`src/rtl/msp430_wakeup_ctrl_if.sv`:
```
// Wakeup controller bus: raw events, per-channel controls and the pending/overflow view.
interface msp430_wakeup_ctrl_if #(
    parameter int NCH = 8
);
    localparam int IDW = (NCH > 1) ? $clog2(NCH) : 1;

    logic [NCH-1:0]   wkup_in;
    logic [NCH-1:0]   wkup_en;
    logic [2*NCH-1:0] wkup_edge;
    logic [NCH-1:0]   wkup_clr;
    logic [NCH-1:0]   wkup_pend;
    logic [NCH-1:0]   wkup_ovf;
    logic             wkup_out;
    logic [IDW-1:0]   wkup_id;

    modport master (
        output wkup_in, wkup_en, wkup_edge, wkup_clr,
        input  wkup_pend, wkup_ovf, wkup_out, wkup_id
    );

    modport slave (
        input  wkup_in, wkup_en, wkup_edge, wkup_clr,
        output wkup_pend, wkup_ovf, wkup_out, wkup_id
    );
endinterface

```
`src/rtl/msp430_wakeup_ctrl.sv`:
```
// Multi-channel wakeup event controller: per-channel sync, glitch filter,
// edge-qualified sticky pending/overflow flags, and a prioritised wakeup id.
module msp430_wakeup_chan #(
    parameter int SYNC_STAGES = 2,
    parameter int FILT_CYC    = 0
) (
    input  logic       mclk,
    input  logic       puc_rst,
    input  logic       wkup_in,
    input  logic       wkup_en,
    input  logic [1:0] wkup_mode,
    input  logic       wkup_clr,
    output logic       wkup_pend,
    output logic       wkup_ovf
);
    localparam logic [3:0] CNT_MAX = 4'(FILT_CYC);

    logic       s;
    logic       filt;
    logic [3:0] cnt;
    logic       chg;
    logic       ev;
    logic       ev_en;

    if (SYNC_STAGES == 0) begin : g_nosync
        assign s = wkup_in;
    end else begin : g_sync
        logic [SYNC_STAGES-1:0] sync_q;
        always_ff @(posedge mclk) begin
            if (puc_rst) begin
                sync_q <= '0;
            end else begin
                sync_q[0] <= wkup_in;
                for (int j = 1; j < SYNC_STAGES; j++) sync_q[j] <= sync_q[j-1];
            end
        end
        assign s = sync_q[SYNC_STAGES-1];
    end

    // filt flips on the sample that completes FILT_CYC+1 consecutive mismatches
    assign chg   = (s != filt) && (cnt == CNT_MAX);
    assign ev    = chg && (s ? wkup_mode[0] : wkup_mode[1]);
    assign ev_en = ev && wkup_en;

    always_ff @(posedge mclk) begin
        if (puc_rst) begin
            filt <= 1'b0;
            cnt  <= '0;
        end else if (s == filt) begin
            cnt  <= '0;
        end else if (chg) begin
            filt <= s;
            cnt  <= '0;
        end else begin
            cnt  <= cnt + 4'd1;
        end
    end

    // a clear coinciding with a fresh event leaves the event pending, not overflowed
    always_ff @(posedge mclk) begin
        if (puc_rst) begin
            wkup_pend <= 1'b0;
            wkup_ovf  <= 1'b0;
        end else if (wkup_clr) begin
            wkup_pend <= ev_en;
            wkup_ovf  <= 1'b0;
        end else if (ev_en) begin
            wkup_pend <= 1'b1;
            if (wkup_pend) wkup_ovf <= 1'b1;
        end
    end
endmodule

module msp430_wakeup_ctrl #(
    parameter int NCH         = 8,
    parameter int SYNC_STAGES = 2,
    parameter int FILT_CYC    = 0
) (
    input  logic                 mclk,
    input  logic                 puc_rst,
    msp430_wakeup_ctrl_if.slave  bus
);
    localparam int IDW = (NCH > 1) ? $clog2(NCH) : 1;

    logic [NCH-1:0] pend;
    logic [NCH-1:0] ovf;
    logic [NCH-1:0] act;
    logic [IDW-1:0] id;

    for (genvar i = 0; i < NCH; i++) begin : g_ch
        msp430_wakeup_chan #(
            .SYNC_STAGES (SYNC_STAGES),
            .FILT_CYC    (FILT_CYC)
        ) u_chan (
            .mclk      (mclk),
            .puc_rst   (puc_rst),
            .wkup_in   (bus.wkup_in[i]),
            .wkup_en   (bus.wkup_en[i]),
            .wkup_mode (bus.wkup_edge[2*i +: 2]),
            .wkup_clr  (bus.wkup_clr[i]),
            .wkup_pend (pend[i]),
            .wkup_ovf  (ovf[i])
        );
    end

    // masking only hides pending channels; it never clears them
    assign act = pend & bus.wkup_en;

    always_comb begin
        id = '0;
        for (int i = NCH - 1; i >= 0; i--) begin
            if (act[i]) id = IDW'(i);
        end
    end

    assign bus.wkup_pend = pend;
    assign bus.wkup_ovf  = ovf;
    assign bus.wkup_out  = |act;
    assign bus.wkup_id   = id;
endmodule

```
`src/flat_wrapper.sv`:
```
// flat-port wrapper written by rule: the top's interface ports become plain ports
module msp430_wakeup_ctrl_flat 
#(
    parameter int NCH         = 8,
    parameter int SYNC_STAGES = 2,
    parameter int FILT_CYC    = 0
)
  (mclk, puc_rst, bus_wkup_in, bus_wkup_en, bus_wkup_edge, bus_wkup_clr, bus_wkup_pend, bus_wkup_ovf, bus_wkup_out, bus_wkup_id);
  msp430_wakeup_ctrl_if #(.NCH(NCH)) bus_i ();
  input  logic mclk;
  input  logic puc_rst;
  input wire logic [$bits(bus_i.wkup_in)-1:0] bus_wkup_in;
  input wire logic [$bits(bus_i.wkup_en)-1:0] bus_wkup_en;
  input wire logic [$bits(bus_i.wkup_edge)-1:0] bus_wkup_edge;
  input wire logic [$bits(bus_i.wkup_clr)-1:0] bus_wkup_clr;
  output wire logic [$bits(bus_i.wkup_pend)-1:0] bus_wkup_pend;
  output wire logic [$bits(bus_i.wkup_ovf)-1:0] bus_wkup_ovf;
  output wire logic [$bits(bus_i.wkup_out)-1:0] bus_wkup_out;
  output wire logic [$bits(bus_i.wkup_id)-1:0] bus_wkup_id;
  assign bus_i.wkup_in = bus_wkup_in;
  assign bus_i.wkup_en = bus_wkup_en;
  assign bus_i.wkup_edge = bus_wkup_edge;
  assign bus_i.wkup_clr = bus_wkup_clr;
  assign bus_wkup_pend = bus_i.wkup_pend;
  assign bus_wkup_ovf = bus_i.wkup_ovf;
  assign bus_wkup_out = bus_i.wkup_out;
  assign bus_wkup_id = bus_i.wkup_id;
  msp430_wakeup_ctrl #(.NCH(NCH), .SYNC_STAGES(SYNC_STAGES), .FILT_CYC(FILT_CYC)) u_core (.mclk(mclk), .puc_rst(puc_rst), .bus(bus_i));
endmodule
```
`config.mk`:
```
export PLATFORM = sky130hd
export DESIGN_NAME = msp430_wakeup_ctrl_flat
export DESIGN_NICKNAME = d
export VERILOG_FILES = /design/src/rtl/msp430_wakeup_ctrl_if.sv /design/src/rtl/msp430_wakeup_ctrl.sv /design/src/flat_wrapper.sv
export SDC_FILE = /design/constraint.sdc
export NUM_CORES = 1
export LEC_CHECK = 0
export CORE_ASPECT_RATIO = 0.9
export CORE_UTILIZATION = 40
export DETAILED_ROUTE_END_ITERATION = 7
export GPL_TIMING_DRIVEN = 0
export PLACE_DENSITY_LB_ADDON = 0.08
export SLEW_MARGIN = 40
export SYNTH_ARGS = -nofsm -noshare
export SYNTH_HDL_FRONTEND = slang
export SYNTH_SLANG_ARGS = --single-unit
```
`constraint.sdc`:
```
create_clock -name mclk -period 1.5 [get_ports mclk]
set_clock_uncertainty 0.15 [all_clocks]
set_input_delay 0.3 -clock mclk [delete_from_list [all_inputs] [get_ports mclk]]
set_output_delay 0.3 -clock mclk [all_outputs]
set_load 0.02 [all_outputs]
```
# Word-level counts from Yosys, hierarchy flattened
# Cells that the tools add are included.
[totals]
reg_bits = 72
word_cells = 178
[op_classes]
add_sub_neg = 8
n_eq_ne = 16
n_mux = 32
n_bitwise = 9
reduce_logical = 73
[op_table]
columns = ["op", "n"]
rows = [
  ["4-bit by 1-bit adder with 4-bit output (second input constant)", 8],
  ["4-bit zero test", 8],
  ["2-bit AND reduction", 16],
  ["1-bit logical AND", 24],
  ["1-bit 2-to-1 mux", 24],
  ["3-bit 2-to-1 mux", 8],
  ["3-bit OR reduction", 8],
  ["2-bit nonzero test", 8],
  ["2-bit OR reduction", 8],
  ["8-bit AND", 1],
  ["1-bit == test", 8],
  ["1-bit != test", 8],
  ["1-bit inverter", 8],
  ["8-bit OR reduction", 1],
]

# Longest topological paths before layout
[logic_depth]
word_depth = 9
ltp_mapped = 6
depth_no_buf = 6

# Cells and area by module
# A second synthesis with hierarchy kept.
[unflattened]
hier_cells = 315
area_unflattened_um2 = 2997.9
[modules_own_cells]
columns = ["mod", "instances", "cells_per_inst", "area_each_um2", "seq_area_each_um2"]
rows = [
  ["msp430_wakeup_chan", 8, 37, 359.1, 180.2],
  ["msp430_wakeup_ctrl", 1, 19, 125.1, 0.0],
]

# Least setup slack after synthesis
# OpenSTA, ideal clock, no wires.
[synth_path]
path_type = "reg2out"
start = "reg u_core.g_ch[4].u_chan.wkup_pend"
end = "out bus_wkup_out"
t_arrival_ns = 1.071
required_time_ns = 1.050
setup_slack_ns = -0.021
path_stages_with_launch = 5
n_path_buf = 0
path_cell_list = "dfxtp_1 nand2_1 nand2_1 nor2_1 or3b_2"
[synth_via]
elab_chain_len = 2
[synth_lines]
columns = ["element", "line", "source"]
rows = [
  ["start: declaration", "msp430_wakeup_ctrl.sv:13", "output logic wkup_pend,"],
  ["start signal: assignment", "msp430_wakeup_ctrl.sv:65", "wkup_pend <= ev_en;"],
  ["8-bit AND", "msp430_wakeup_ctrl.sv:107", "assign act = pend & bus.wkup_en;"],
  ["8-bit OR reduction", "msp430_wakeup_ctrl.sv:118", "assign bus.wkup_out = |act;"],
  ["end: declaration", "flat_wrapper.sv:18", "output wire logic [$bits(bus_i.wkup_out)-1:0] bus_wkup_out;"],
]
# No other way between the ends.

# Final worst setup path
[layout_path]
start = "reg u_core.g_ch[6].u_chan.wkup_pend"
end = "out bus_wkup_out"
[layout_via]
elab_chain_len = 2
[layout_lines]
columns = ["element", "line"]
rows = [
  ["start: declaration", "msp430_wakeup_ctrl.sv:13"],
  ["start signal: assignment", "msp430_wakeup_ctrl.sv:65"],
  ["8-bit AND", "msp430_wakeup_ctrl.sv:107"],
  ["8-bit OR reduction", "msp430_wakeup_ctrl.sv:118"],
]
# No other way between the ends.

==> flow_summary.toml <==
[status]
status = "complete, but fails checks"
violations = "setup timing"

[grt]
gr-total-overflow = 0
grt_max_degree = 13
antenna_found_initial = 0
grt_pass1_wl_mm = 10.3
grt_usage_pct = 16.5
grt_pass1_vias = 2279

[place]
dp_slack_ns = -1.00
io_buffer_count = 61
place_area_sq_um = 3790
routabilityCongestion = 0.729
place_hpwl_mm = 4.36

[cts]
cts_buffer_depth = 2
clkTransAtPathRegs_ns = 0.08
cts_sinks = 72
root_buffer = "clkbuf_8"
clk-insertion-delay-late_ns = 0.34
cts_max_level = 3
postCtsHoldBufs = 0
tritoncts = "yes"
cts_buffers = 9

[critical_path]
crit_path_start_kind = "register"
worstPathCellList = "nand2_2 -> nand2_2 -> nor2_4 -> or3b_4 -> buf_6"
r2r_start = "u_core.g_ch[3].u_chan.cnt[0]"
crit_path_end_kind = "primary output"
cp-startpoint = "u_core.g_ch[6].u_chan.wkup_pend"
r2r.worst_path.cells = 5
cp.required_ns = 1.05
rr_endpoint = "u_core.g_ch[3].u_chan.filt"
slowest_stage = "or3b_4"
critical_path_class = "reg2out"
cp_common_cell = "nand2_2"
crit_arrival_ns = 1.45
crit_fanout = 2
worst_setup_path_endpoint = "bus_wkup_out"
ff2ff_setup_slack_ns = 0.04
max_stage_delay_ns = 0.38

[final_layout]
n_antenna_cell = 0
register_area_sq_um = 1480
fillers = 634
synthToLayoutAreaGrowth_pct = 40.8
multi_input_area_sq_um = 1520
layout.nets = 480
final_area_sq_um = 4320
drive_gt1_share_pct = 30.4
final_util_pct = 59.8

[pwr]
p_leak_nw = 1.85
power_w = 0.00426
ir_worst_vdd_uv = 726
p_per_area_nw_per_um2 = 987

[sta]
whs_ns = 0.256
tightestPinTransition_ns = 0.326
max_slew_margin_pct = 78.2
fin_ws_ns = -0.404
fin_crit_sh_pct = 127
hold_viol_final = 0
report.final.slew_viol_count = 0
fmax_mhz = 525
finalCriticalPeriod_ns = 1.90
rsz0062_at_grt = "true"
finalSetupViolations = 4

[logic_synthesis]
synth_top_area_share_pct = 47.0
synth-edff-count = 0
synthFlopType = "dfxtp_1"
yosysMostFrequentCell = "dfxtp_1"
ys_warn_count = 0
yosysUniqueCellTypes = 33
synth_commonest_cells = "dfxtp_1, nor2_1, nand2_1"
synth.top_cells.by_area = "dfxtp_1, ha_1, nor2_1, xnor2_1, buf_4"
syn-mean-instance-area_sq_um = 9.15
ys_ff_latch = 72
ys_seq_area_share_pct = 47.0
syn_area_sq_um = 3070
syn_inst = 335
yosys.area.top_type = "dfxtp_1"
syn_nets = 393
async_flop_share_pct = 0

[floorplan]
coreArea_sq_um = 7220
row_count = 29
io_pins = 62
die_area_sq_um = 8020
initial_core_util_pct = 42.5
die_h_microns = 85.1
die-width_microns = 94.3

[routing]
drt_iter0_drc = 68
num_vias = 2431
wirelength_mm = 6.19
wl_per_cell_microns = 11.9
vias_per_cell = 4.68
antenna_left = 0
drt_pass1_iterations = 4
post-route-drc-count = 0

[worst_hold_path]
hp-class = "reg2reg"

[flow_run]
maxCapViolations = 0
==> placed cells by master, fill, tap and decap left out, types with 3 or more instances in the layout <==
cell type        Yosys  routed
o22ai_1              3       3
xnor2_1             16      16
buf_6                0      14
and3_1               3       3
dfxtp_2              0      19
ha_1                16      16
a32oi_1              5       5
inv_1               27      26
or3_4                0       5
mux2i_1              5       5
nand2_2              0       7
clkdlybuf4s50_1      0      34
nor2_1              52      48
nor3b_2              4       4
nand3_1             12      12
or2_1                2       3
a21oi_1              3       3
xor2_1               8       8
nand2_4              0       6
buf_4               16      27
buf_2                3      13
nor2b_1             16      16
dfxtp_4              0       3
a41oi_1              5       5
nor3_1               7       7
dfxtp_1             72      50
clkbuf_8             0      10
nand2_1             29      16
dlygate4sd2_1        0       7
o21ai_0              5       5
nand3b_1             5       5
bufinv_16            0       4
==> registers in the layout, indices dropped and copies added (netlist names) <==
signal                            count
u_core.g_ch.u_chan.wkup_ovf           8
u_core.g_ch.u_chan.filt               8
u_core.g_ch.u_chan.cnt               32
u_core.g_ch.u_chan.wkup_pend          8
u_core.g_ch.u_chan.g_sync.sync_q     16
==> cell families after synthesis <==
kind of cell             Yosys count  synth area share [%]
flip-flops                        72                  47.0
AO/OA/AOI/OAI                     29                  7.06
XOR/XNOR                          24                  6.86
buffers and inverters             48                  7.96
adder cells (fa/ha/maj)           16                  6.53
AND/OR/NAND/NOR                  141                  22.9
multiplexers                       5                  1.63
==> area by class of cell <==
| class | instances | share of cell area [%] |
|---|---|---|
| plain buffers | 20 | 3.62 |
| multi-input cells | 215 | 35.2 |
| flip-flops and latches | 72 | 34.2 |
| inverters | 27 | 2.35 |
| well taps | 93 | 2.70 |
| clock buffers | 10 | 3.19 |
| repair buffers | 77 | 15.8 |
| clock inverters | 6 | 3.01 |
==> report_power, final <==
group	switching (W)	internal [W]	total, W
Clock	0.000707	0.00131	0.00202
Sequential	0.0000223	0.00194	0.00196
Combinational	0.000116	0.000167	0.000283
==> critical path: cells and delay by family (launching register included) <==
family | cells | cell delay, ns
DFF | 1 | 0.33
buffers and inverters | 1 | 0.14
and+or+nand+nor | 4 | 0.64
==> worst min path at each step <==
| stage | startpoint | to | slack (ns) | depth (start not counted) |
|---|---|---|---|---|
| 5_1_grt | u_core.g_ch[4].u_chan.cnt[0] | u_core.g_ch[4].u_chan.cnt[0] | 0.27 | 1 |
| 3_3_place_gp | u_core.g_ch[6].u_chan.g_sync.sync_q[0] | u_core.g_ch[6].u_chan.g_sync.sync_q[1] | 0.27 | 1 |
| 4_1_cts | bus_wkup_en[2] | u_core.g_ch[2].u_chan.wkup_pend | 0.23 | 2 |
| 6_report | u_core.g_ch[4].u_chan.cnt[0] | u_core.g_ch[4].u_chan.cnt[0] | 0.26 | 1 |
| 2_1_floorplan | bus_wkup_clr[1] | u_core.g_ch[1].u_chan.wkup_ovf | 0.23 | 1 |
| 3_5_place_dp | u_core.g_ch[1].u_chan.g_sync.sync_q[0] | u_core.g_ch[1].u_chan.g_sync.sync_q[1] | 0.28 | 1 |
==> routing by layer <==
layer | GRT usage (%) | vias to the layer above | share of wire, %
li1 | - | 1262 | -
met5 | 0 | - | 0
met3 | 6.00 | 4 | 5.5
met4 | 4.62 | 0 | 0.82
met2 | 26.2 | 55 | 46
met1 | 21.0 | 1110 | 48
==> per-stage QoR <==
stage	instances	setup TNS, ns
3_5_place_dp	489	-31.38
4_1_cts	509	-1.39
5_1_grt	520	-1.61
6_report	520	-1.23
2_1_floorplan	335	0
3_3_place_gp	489	-29.94
==> what timing repair did <==
item,CTS,global route
endpoints found under the setup margin,72,47
pin swaps,8,11
resized for setup,122,56
buffers inserted,4,12
No activity file was read; power rests on OpenSTA's default activity.
